--- config.mk ---
export PLATFORM = sky130hd
export DESIGN_NAME = div_ctrl
export DESIGN_NICKNAME = d
export VERILOG_FILES = /design/src/rtl/div_ctrl_pkg.sv /design/src/rtl/div_ctrl.sv
export SDC_FILE = /design/constraint.sdc
export NUM_CORES = 1
export LEC_CHECK = 0
export BUFFER_PORTS_ARGS = -buffer_cell sky130_fd_sc_hd__buf_2
export CORE_ASPECT_RATIO = 0.75
export CORE_MARGIN = 8
export CORE_UTILIZATION = 45
export DETAILED_ROUTE_END_ITERATION = 8
export GPL_TIMING_DRIVEN = 0
export PLACE_DENSITY = 0.81
export SYNTH_ARGS = -nofsm -noshare
export SYNTH_HDL_FRONTEND = slang
export SYNTH_SLANG_ARGS = --single-unit
--- constraint.sdc ---
create_clock -name clk -period 1.9 [get_ports clk]
set_input_delay 0.285 -clock clk [delete_from_list [all_inputs] [get_ports clk]]
set_output_delay 0.285 -clock clk [all_outputs]
set_load 0.005 [all_outputs]
--- src/rtl/div_ctrl_pkg.sv ---
// Shared definitions for the div/mod execute-stage sequencer.
// Holds operand widths, op_type encodings, FSM state encodings, the latched
// request payload and small decode/select helpers.
package div_ctrl_pkg;

    localparam int unsigned REG_WIDTH        = 32;
    localparam int unsigned DOUBLE_REG_WIDTH = 64;

    // op_type encodings from the decoder
    localparam logic [1:0] DivOpDivW  = 2'b00;
    localparam logic [1:0] DivOpModW  = 2'b01;
    localparam logic [1:0] DivOpDivWU = 2'b10;
    localparam logic [1:0] DivOpModWU = 2'b11;

    // sequencer FSM states
    localparam logic [1:0] ST_IDLE       = 2'd0;
    localparam logic [1:0] ST_BUSY       = 2'd1;
    localparam logic [1:0] ST_HOLD       = 2'd2;
    localparam logic [1:0] ST_FLUSH_WAIT = 2'd3;

    // operation attributes derived from op_type
    typedef struct packed {
        logic is_signed;
        logic sel_rem;
    } div_attr_t;

    // request payload held stable toward the divider for a whole division
    typedef struct packed {
        logic [REG_WIDTH-1:0] op1;
        logic [REG_WIDTH-1:0] op2;
        logic                 is_signed;
        logic                 sel_rem;
    } div_req_t;

    function automatic div_attr_t decode_op(input logic [1:0] op_type);
        div_attr_t attr;
        case (op_type)
            DivOpDivW:  attr = '{is_signed: 1'b1, sel_rem: 1'b0};
            DivOpModW:  attr = '{is_signed: 1'b1, sel_rem: 1'b1};
            DivOpDivWU: attr = '{is_signed: 1'b0, sel_rem: 1'b0};
            DivOpModWU: attr = '{is_signed: 1'b0, sel_rem: 1'b1};
            default:    attr = '{is_signed: 1'b0, sel_rem: 1'b0};
        endcase
        return attr;
    endfunction

    // divider result layout is {remainder, quotient}
    function automatic logic [REG_WIDTH-1:0] select_result(
        input logic                        sel_rem,
        input logic [DOUBLE_REG_WIDTH-1:0] res
    );
        return sel_rem ? res[DOUBLE_REG_WIDTH-1:REG_WIDTH] : res[REG_WIDTH-1:0];
    endfunction

endpackage

--- src/rtl/div_ctrl.sv ---
// Execute-stage sequencer in front of the 32-cycle radix-2 divider.
// Latches operands, drives divider start/cancel/signed, stalls the pipeline
// until the result is captured, holds the result across downstream stalls and
// drains the divider after a flush before allowing a new start.
//
// Ports:
//   clk, rst       clock, synchronous active-high reset
//   flush          pipeline flush, kills the in-flight division
//   ex_stall_i     downstream stall, EX instruction held this cycle
//   op_valid       EX holds a valid div/mod instruction
//   op_type        00 div.w, 01 mod.w, 10 div.wu, 11 mod.wu
//   src1, src2     dividend, divisor
//   div_start      divider start (registered)
//   div_cancel     divider cancel (combinational)
//   div_signed     divider signed_op (registered)
//   div_op1/op2    divider operands (registered, stable until capture)
//   div_result     divider {remainder, quotient}
//   div_done       divider done
//   stall_req      pipeline freeze request (combinational)
//   result_o       selected quotient/remainder (registered)
//   result_valid   result_o valid for the EX instruction (registered)
module div_ctrl
    import div_ctrl_pkg::*;
#(
    parameter int unsigned FLUSH_WAIT_CYC = 2
) (
    input  logic                        clk,
    input  logic                        rst,
    input  logic                        flush,
    input  logic                        ex_stall_i,
    input  logic                        op_valid,
    input  logic [1:0]                  op_type,
    input  logic [REG_WIDTH-1:0]        src1,
    input  logic [REG_WIDTH-1:0]        src2,
    output logic                        div_start,
    output logic                        div_cancel,
    output logic                        div_signed,
    output logic [REG_WIDTH-1:0]        div_op1,
    output logic [REG_WIDTH-1:0]        div_op2,
    input  logic [DOUBLE_REG_WIDTH-1:0] div_result,
    input  logic                        div_done,
    output logic                        stall_req,
    output logic [REG_WIDTH-1:0]        result_o,
    output logic                        result_valid
);

    localparam int unsigned CNT_W = (FLUSH_WAIT_CYC < 2) ? 1 : $clog2(FLUSH_WAIT_CYC + 1);

    logic [1:0]           r_state;
    logic [1:0]           w_state_n;
    div_req_t             r_req;
    div_req_t             w_req_n;
    logic                 r_start;
    logic                 w_start_n;
    logic [REG_WIDTH-1:0] r_result;
    logic [REG_WIDTH-1:0] w_result_n;
    logic                 r_result_valid;
    logic                 w_result_valid_n;
    logic [CNT_W-1:0]     r_wait_cnt;
    logic [CNT_W-1:0]     w_wait_cnt_n;
    div_attr_t            w_attr;

    assign w_attr = decode_op(op_type);

    // state and output registers
    always_ff @(posedge clk) begin
        if (rst) begin
            r_state        <= ST_IDLE;
            r_req          <= '0;
            r_start        <= 1'b0;
            r_result       <= '0;
            r_result_valid <= 1'b0;
            r_wait_cnt     <= '0;
        end else begin
            r_state        <= w_state_n;
            r_req          <= w_req_n;
            r_start        <= w_start_n;
            r_result       <= w_result_n;
            r_result_valid <= w_result_valid_n;
            r_wait_cnt     <= w_wait_cnt_n;
        end
    end

    // next-state and next-output logic
    always_comb begin
        w_state_n        = r_state;
        w_req_n          = r_req;
        w_start_n        = r_start;
        w_result_n       = r_result;
        w_result_valid_n = r_result_valid;
        w_wait_cnt_n     = r_wait_cnt;

        case (r_state)
            ST_IDLE: begin
                if (op_valid && !flush) begin
                    w_req_n.op1       = src1;
                    w_req_n.op2       = src2;
                    w_req_n.is_signed = w_attr.is_signed;
                    w_req_n.sel_rem   = w_attr.sel_rem;
                    w_start_n         = 1'b1;
                    w_state_n         = ST_BUSY;
                end
            end
            ST_BUSY: begin
                // flush wins: a done arriving with the flush is discarded
                if (flush) begin
                    w_start_n    = 1'b0;
                    w_wait_cnt_n = CNT_W'(FLUSH_WAIT_CYC);
                    w_state_n    = ST_FLUSH_WAIT;
                end else if (div_done) begin
                    w_result_n       = select_result(r_req.sel_rem, div_result);
                    w_result_valid_n = 1'b1;
                    w_start_n        = 1'b0;
                    w_state_n        = ST_HOLD;
                end
            end
            ST_HOLD: begin
                if (flush) begin
                    w_result_valid_n = 1'b0;
                    w_wait_cnt_n     = CNT_W'(FLUSH_WAIT_CYC);
                    w_state_n        = ST_FLUSH_WAIT;
                end else if (!ex_stall_i) begin
                    w_result_valid_n = 1'b0;
                    w_state_n        = ST_IDLE;
                end
            end
            ST_FLUSH_WAIT: begin
                // start stays low long enough for the divider to reach idle
                w_start_n = 1'b0;
                if (r_wait_cnt <= CNT_W'(1)) begin
                    w_wait_cnt_n = '0;
                    w_state_n    = ST_IDLE;
                end else begin
                    w_wait_cnt_n = r_wait_cnt - CNT_W'(1);
                end
            end
            default: begin
                w_state_n = ST_IDLE;
            end
        endcase
    end

    assign div_cancel = (r_state == ST_BUSY) && flush;

    assign stall_req = ((r_state == ST_IDLE) && op_valid && !flush)
                     || ((r_state == ST_BUSY) && !flush)
                     || ((r_state == ST_FLUSH_WAIT) && op_valid);

    assign div_start    = r_start;
    assign div_signed   = r_req.is_signed;
    assign div_op1      = r_req.op1;
    assign div_op2      = r_req.op2;
    assign result_o     = r_result;
    assign result_valid = r_result_valid;

endmodule

* Word-level counts from Yosys, hierarchy flattened
Index checks and enable logic that the tools add are counted.
** Cells by class
- Order comparisons :: 1
- Equality and inequality tests :: 13
- Reductions and logical operators :: 21
- Bitwise logic cells :: 1
- Add/sub/neg operators :: 1
- Multiplexer cells :: 21
** Operators by type and width (count)
- two-way mux 32 bit :: 1
- two-way mux 2 bit :: 8
- case mux 2 bit (4 select lines) :: 2
- equality test 2 bit, second input constant :: 4
- inequality test 2 bit, second input constant :: 4
- AND reduction 4 bit :: 2
- two-way mux 1 bit :: 7
- logical AND 1 bit :: 6
- inequality test 3 bit, second input constant :: 2
- AND reduction 3 bit :: 2
- equality test 2 x 1 -> 1 bit, second input constant :: 2
- zero test 2 bit :: 2
- case mux 2 bit (2 select lines) :: 1
- AND reduction 2 bit :: 2
- nonzero test 2 bit :: 2
- case mux 1 bit (3 select lines) :: 1
- nonzero test 3 bit :: 1
- less-or-equal comparator 2 x 1 -> 1 bit, second input constant :: 1
- logical OR 1 bit :: 2
- inequality test 2 x 1 -> 1 bit, second input constant :: 1
- case mux 1 bit (2 select lines) :: 1
- OR reduction 2 bit :: 1
- subtractor 2 x 1 -> 2 bit, second input constant :: 1
- zero test 1 bit :: 1
- NOT 1 bit :: 1
** Storage, ports and cells
- Input port bits :: 136
- Output and inout port bits :: 101
- Bits in registers :: 104

* Logic depth before layout (Yosys ltp)
- Word-level depth :: 5
- Depth in mapped cells :: 8

* Worst setup path after synthesis
OpenSTA, ideal clock, no wires.
- Path type :: register -> register
- From :: register r_state[1]
- To :: register r_state[0]
- Data required time :: 1.813 ns
- Slack :: 0.317 ns
- Path buffers :: 0
- Cell stages (with the launch flop) :: 6
- Arrival time :: 1.496 ns
- Path through :: dfxtp_1 inv_1 ha_1 a22o_1 or4_1 o31ai_1
** On the way
- Longest elaborated chain between the ends :: 3
- Elaborated cells between the ends (all ways) :: 10
** RTL lines
- from (decl) :: RTL line div_ctrl.sv:49 : logic [1:0] r_state;
- from (signal assigned) :: RTL line div_ctrl.sv:75 : r_state <= w_state_n;
- equality test 2 x 1 -> 1 bit (tied with other cells) :: RTL line div_ctrl.sv:93 : case (r_state)
- inequality test 3 bit (no source line) or inequality test 2 bit (tied branches)
- AND reduction 4 bit (no source line)
Several ways; a longest one is shown, not always the timed one.
A chain may end at the register's enable or synchronous reset.

* Worst setup path after layout
- From :: register r_state[1]
- To :: register r_state[1]
The elaborated chain is that of the path after synthesis.

==> flow_results.org <==
** Layout
- The library cells used most frequently in the layout, excluding fill and tap cells, are sky130_fd_sc_hd__buf_2 (249), sky130_fd_sc_hd__nand2_1 (135), sky130_fd_sc_hd__dfxtp_1 (104), sky130_fd_sc_hd__a21oi_1 (71), sky130_fd_sc_hd__buf_4 (66).
- The final layout contains 935 nets.
- Count of inserted antenna diode cells :: 0
- Compared with the post-synthesis result, the final layout area differs by 37.5%.
- Of the cells placed in the final design, the portion with a size suffix greater than 1 is 42.7%.
- Leaving out fill and tap cells, the most frequent cell in the layout is sky130_fd_sc_hd__buf_2.

** Clocking
- The tree is rooted in a sky130_fd_sc_hd__clkbuf_16.
- Setup Buffers After CTS :: 0
- In this run, CTS created clock tree buffers numbering 9.
- Clock-pin transition on the worst setup and hold timing paths :: 70 ps
- Count of clock tree sinks :: 104
- Counting along the longest clock path gives a buffer depth of 2.
- TritonCTS built the clock tree.
- H-tree lvl count :: 3
- For the worst-skew pair, the clock arrives at the later sink with an insertion delay of 330 ps.

** Setup path
- Worst setup path endpoint :: r_state[1]$_SDFFE_PP0P_
- STA puts the critical path data arrival time at 2060 ps.
- R2R cell count :: 5
- The worst setup path is launched from a flop.
- Reg-to-reg slack, setup :: 100 ps
- The most critical setup path has its startpoint at r_state[1]$_SDFFE_PP0P_.
- Sequence of cells on the critical path :: inv_1 -> ha_1 -> a22o_1 -> or4_1 -> a21oi_1
- The worst setup path is captured at a flop.
- Reg2Reg Launch Point :: r_state[1]$_SDFFE_PP0P_
- Highest fanout seen on the critical path :: 7
- Required time of the critical path :: 2160 ps
- Capturing point of the worst reg2reg path :: r_state[1]$_SDFFE_PP0P_
- Slowest library cell on the worst path :: sky130_fd_sc_hd__or4_1
- The worst setup path is of the reg -> reg kind.
- Biggest cell delay along the critical path :: 480 ps

** Floorplan
- 237 I/O pins were placed.
- Std cell rows :: 32
- Measured along the y axis, the die boundary spans 103 um.
- Starting utilization of the core area :: 45.3%
- Area of the placeable core :: 10100 um^2
- The floorplan step defined a die boundary enclosing 13700 um^2.
- The die is 132 um wide.

** Routing
- Number of antenna-violating nets in the routed design :: 0
- Drt initial violations :: 168
- The first detailed-routing pass ran for 4 iterations.
- Total length of routed wires :: 12800 um
- Vias after detailed routing :: 4282
- DRC violation count after routing :: 0
- In the routed layout, each cell is associated on average with a via count of 4.58.
- In the final routed layout, each cell accounts on average for 13.7 um.

** Global route
- Wire length of the first global-routing pass :: 20200 um
- Total global routing track utilization :: 18.1%
- Via count of the first global-routing pass :: 4093
- Fraction of met3 tracks used by global routing :: 6.81%
- Entering global routing, the biggest net connects 18 pins.
- After global routing the overflow that remains totals 0.
- Initial antenna violation count :: 0
- Grt peak-use layer :: met2
- Global routing used 21.6% of the available met1 tracks.
- Met2 GRT Util :: 30.4%

** STA
- Setup violations remaining at the end of the flow were counted as 0.
- Hold slack :: 127 ps
- For the finished layout, the period the worst path requires is 1800 ps.
- The final hold violation count came to 0.
- The number of slew-limit violations in the final report was 0.
- Transition at the pin with the smallest max-transition slack :: 569 ps
- Worst max-slew margin expressed relative to the limit :: 62.0%
- On the final layout, the worst clock skew is 4.59 ps.
- Share of the clock period used by the worst path :: 94.7%
- Summed over all failing endpoints, the final setup total negative slack is 0 ps.
- After layout, the worst setup slack is 101 ps.
- Derived from the worst setup path, the maximum achievable clock frequency is 556 MHz.

** Logic synthesis
- Post-synthesis cell count :: 547
- Sequential cells were found to cover 45.6% of the synthesized design area.
- Synthesis-stage register bit count :: 104
- Sorting the synthesized cells by area gives the leading types as sky130_fd_sc_hd__dfxtp_1 (46%), sky130_fd_sc_hd__nand2_1 (11%), sky130_fd_sc_hd__buf_4 (11%).
- Warnings from Yosys :: 0
- Top cell type's share of synthesized area :: 45.6%
- Post-Syn Nets :: 689
- The synthesized netlist occupies a cell area of 4570 um^2.
- Post-Synthesis Mean Instance Area :: 8.35 um^2
- Synth area leader :: sky130_fd_sc_hd__dfxtp_1
- Yosys mapped the design onto 26 distinct sky130hd cell types.

** Pwr
- Summed over all cells, the static leakage comes to 0.00300 uW.
- Worst IR Drop VDD :: 0.664 mV
- In this run the power density over the cells is 1010 nW/um^2.

** Placement
- The HPWL after detailed placement is 10300 um.
- At the end of routability-driven placement, the weighted congestion stood at 0.784.
- Pre-CTS worst setup slack :: 54.5 ps
- IO Port Bufs :: 235

** Run
- Number of maximum-capacitance constraint violations :: 0

** Outcome
- The flow ran to the end, and the final reports show no timing, DRC or antenna violations.

** Min path
- Class of the most critical hold timing path :: in -> reg
[power by group]
part	internal [uW]	total [uW]	switching, uW
Combinational	814	1610	795
Sequential	2460	2610	144
Clock	1330	2130	804
Total	4610	6350	1740
[layout make-up]
type	instances	area, um^2
fillers	960	3810
multi-input cells	339	1810
flip-flops and latches	104	2080
clock buffers	10	239
well taps	136	170
repair buffers	235	1180
plain buffers	102	682
clock inverters	6	115
inverters	2	7.51
[cell families after synthesis]
family,share of synthesized area [%]
DFF,45.6
buffers and inverters,14.9
muxes,7.01
AOI/OAI and AO/OA,14.6
and+or+nand+nor,16.2
adders and majority gates,1.64
[metrics by stage]
stage	power [uW]	utilization (%)	std cells	instance area, um^2
final	6350	62.2	934	6280
after global routing	6730	62.2	934	6280
after CTS	6430	62.1	934	6270
after detailed placement	4270	58.6	918	5910
after global placement	4240	58.6	918	5910
after floorplan	3640	-	547	4570
[worst min-delay path by stage]
stage                             start                  endpoint  slack, ps  cells past startpoint
3_3_place_gp   div_op1[23]$_SDFFE_PP0P_  div_op1[23]$_SDFFE_PP0P_        440                      2
4_1_cts                      op_type[1]   div_signed$_SDFFE_PP0P_        110                      2
2_1_floorplan                op_type[1]   div_signed$_SDFFE_PP0P_        380                      1
5_1_grt                      op_type[1]   div_signed$_SDFFE_PP0P_        110                      2
3_5_place_dp    div_op2[9]$_SDFFE_PP0P_   div_op2[9]$_SDFFE_PP0P_        450                      2
6_report                     op_type[1]   div_signed$_SDFFE_PP0P_        130                      2
[state kept, by name, indices dropped and copies added (netlist names)]
name / count
result_o: 32
div_signed: 1
div_op1: 32
result_valid: 1
div_start: 1
r_req: 1
div_op2: 32
r_state: 2
r_wait_cnt: 2
[synth_stat cells (all sizes together)]
master	count
a211oi	34
a21oi	71
a22o	1
and2	1
and3b	1
buf	88
clkbuf	14
dfxtp	104
ha	6
inv	2
mux2i	32
nand2	135
nand2b	1
nand3	1
nand3b	1
nor2	39
nor2b	2
o21a	2
o21ai	5
o31ai	1
or2	2
or3	1
or4	3
[routing by layer]
| layer | part of all wire [%] | up-vias |
|---|---|---|
| met5 | 0 | - |
| met4 | 1.5 | 0 |
| met3 | 7.0 | 13 |
| met2 | 47 | 133 |
| met1 | 44 | 1895 |
| li1 | - | 2241 |
[critical path, delay by kind of cell, from the launching register on]
family,cells,cell delay (ps)
AO/OA/AOI/OAI,2,420
adder cells (fa/ha/maj),1,280
buffers and inverters,1,110
flip-flops,1,430
AND/OR/NAND/NOR,1,480
[timing repair]
action / 4_1_cts / 5_1_grt
endpoints found under the setup margin: 0 / 60
gates resized for setup: 0 / 6
hold endpoints to repair: 0 / 0
hold buffers: 0 / 0
Power figures use the tool's default switching activity.
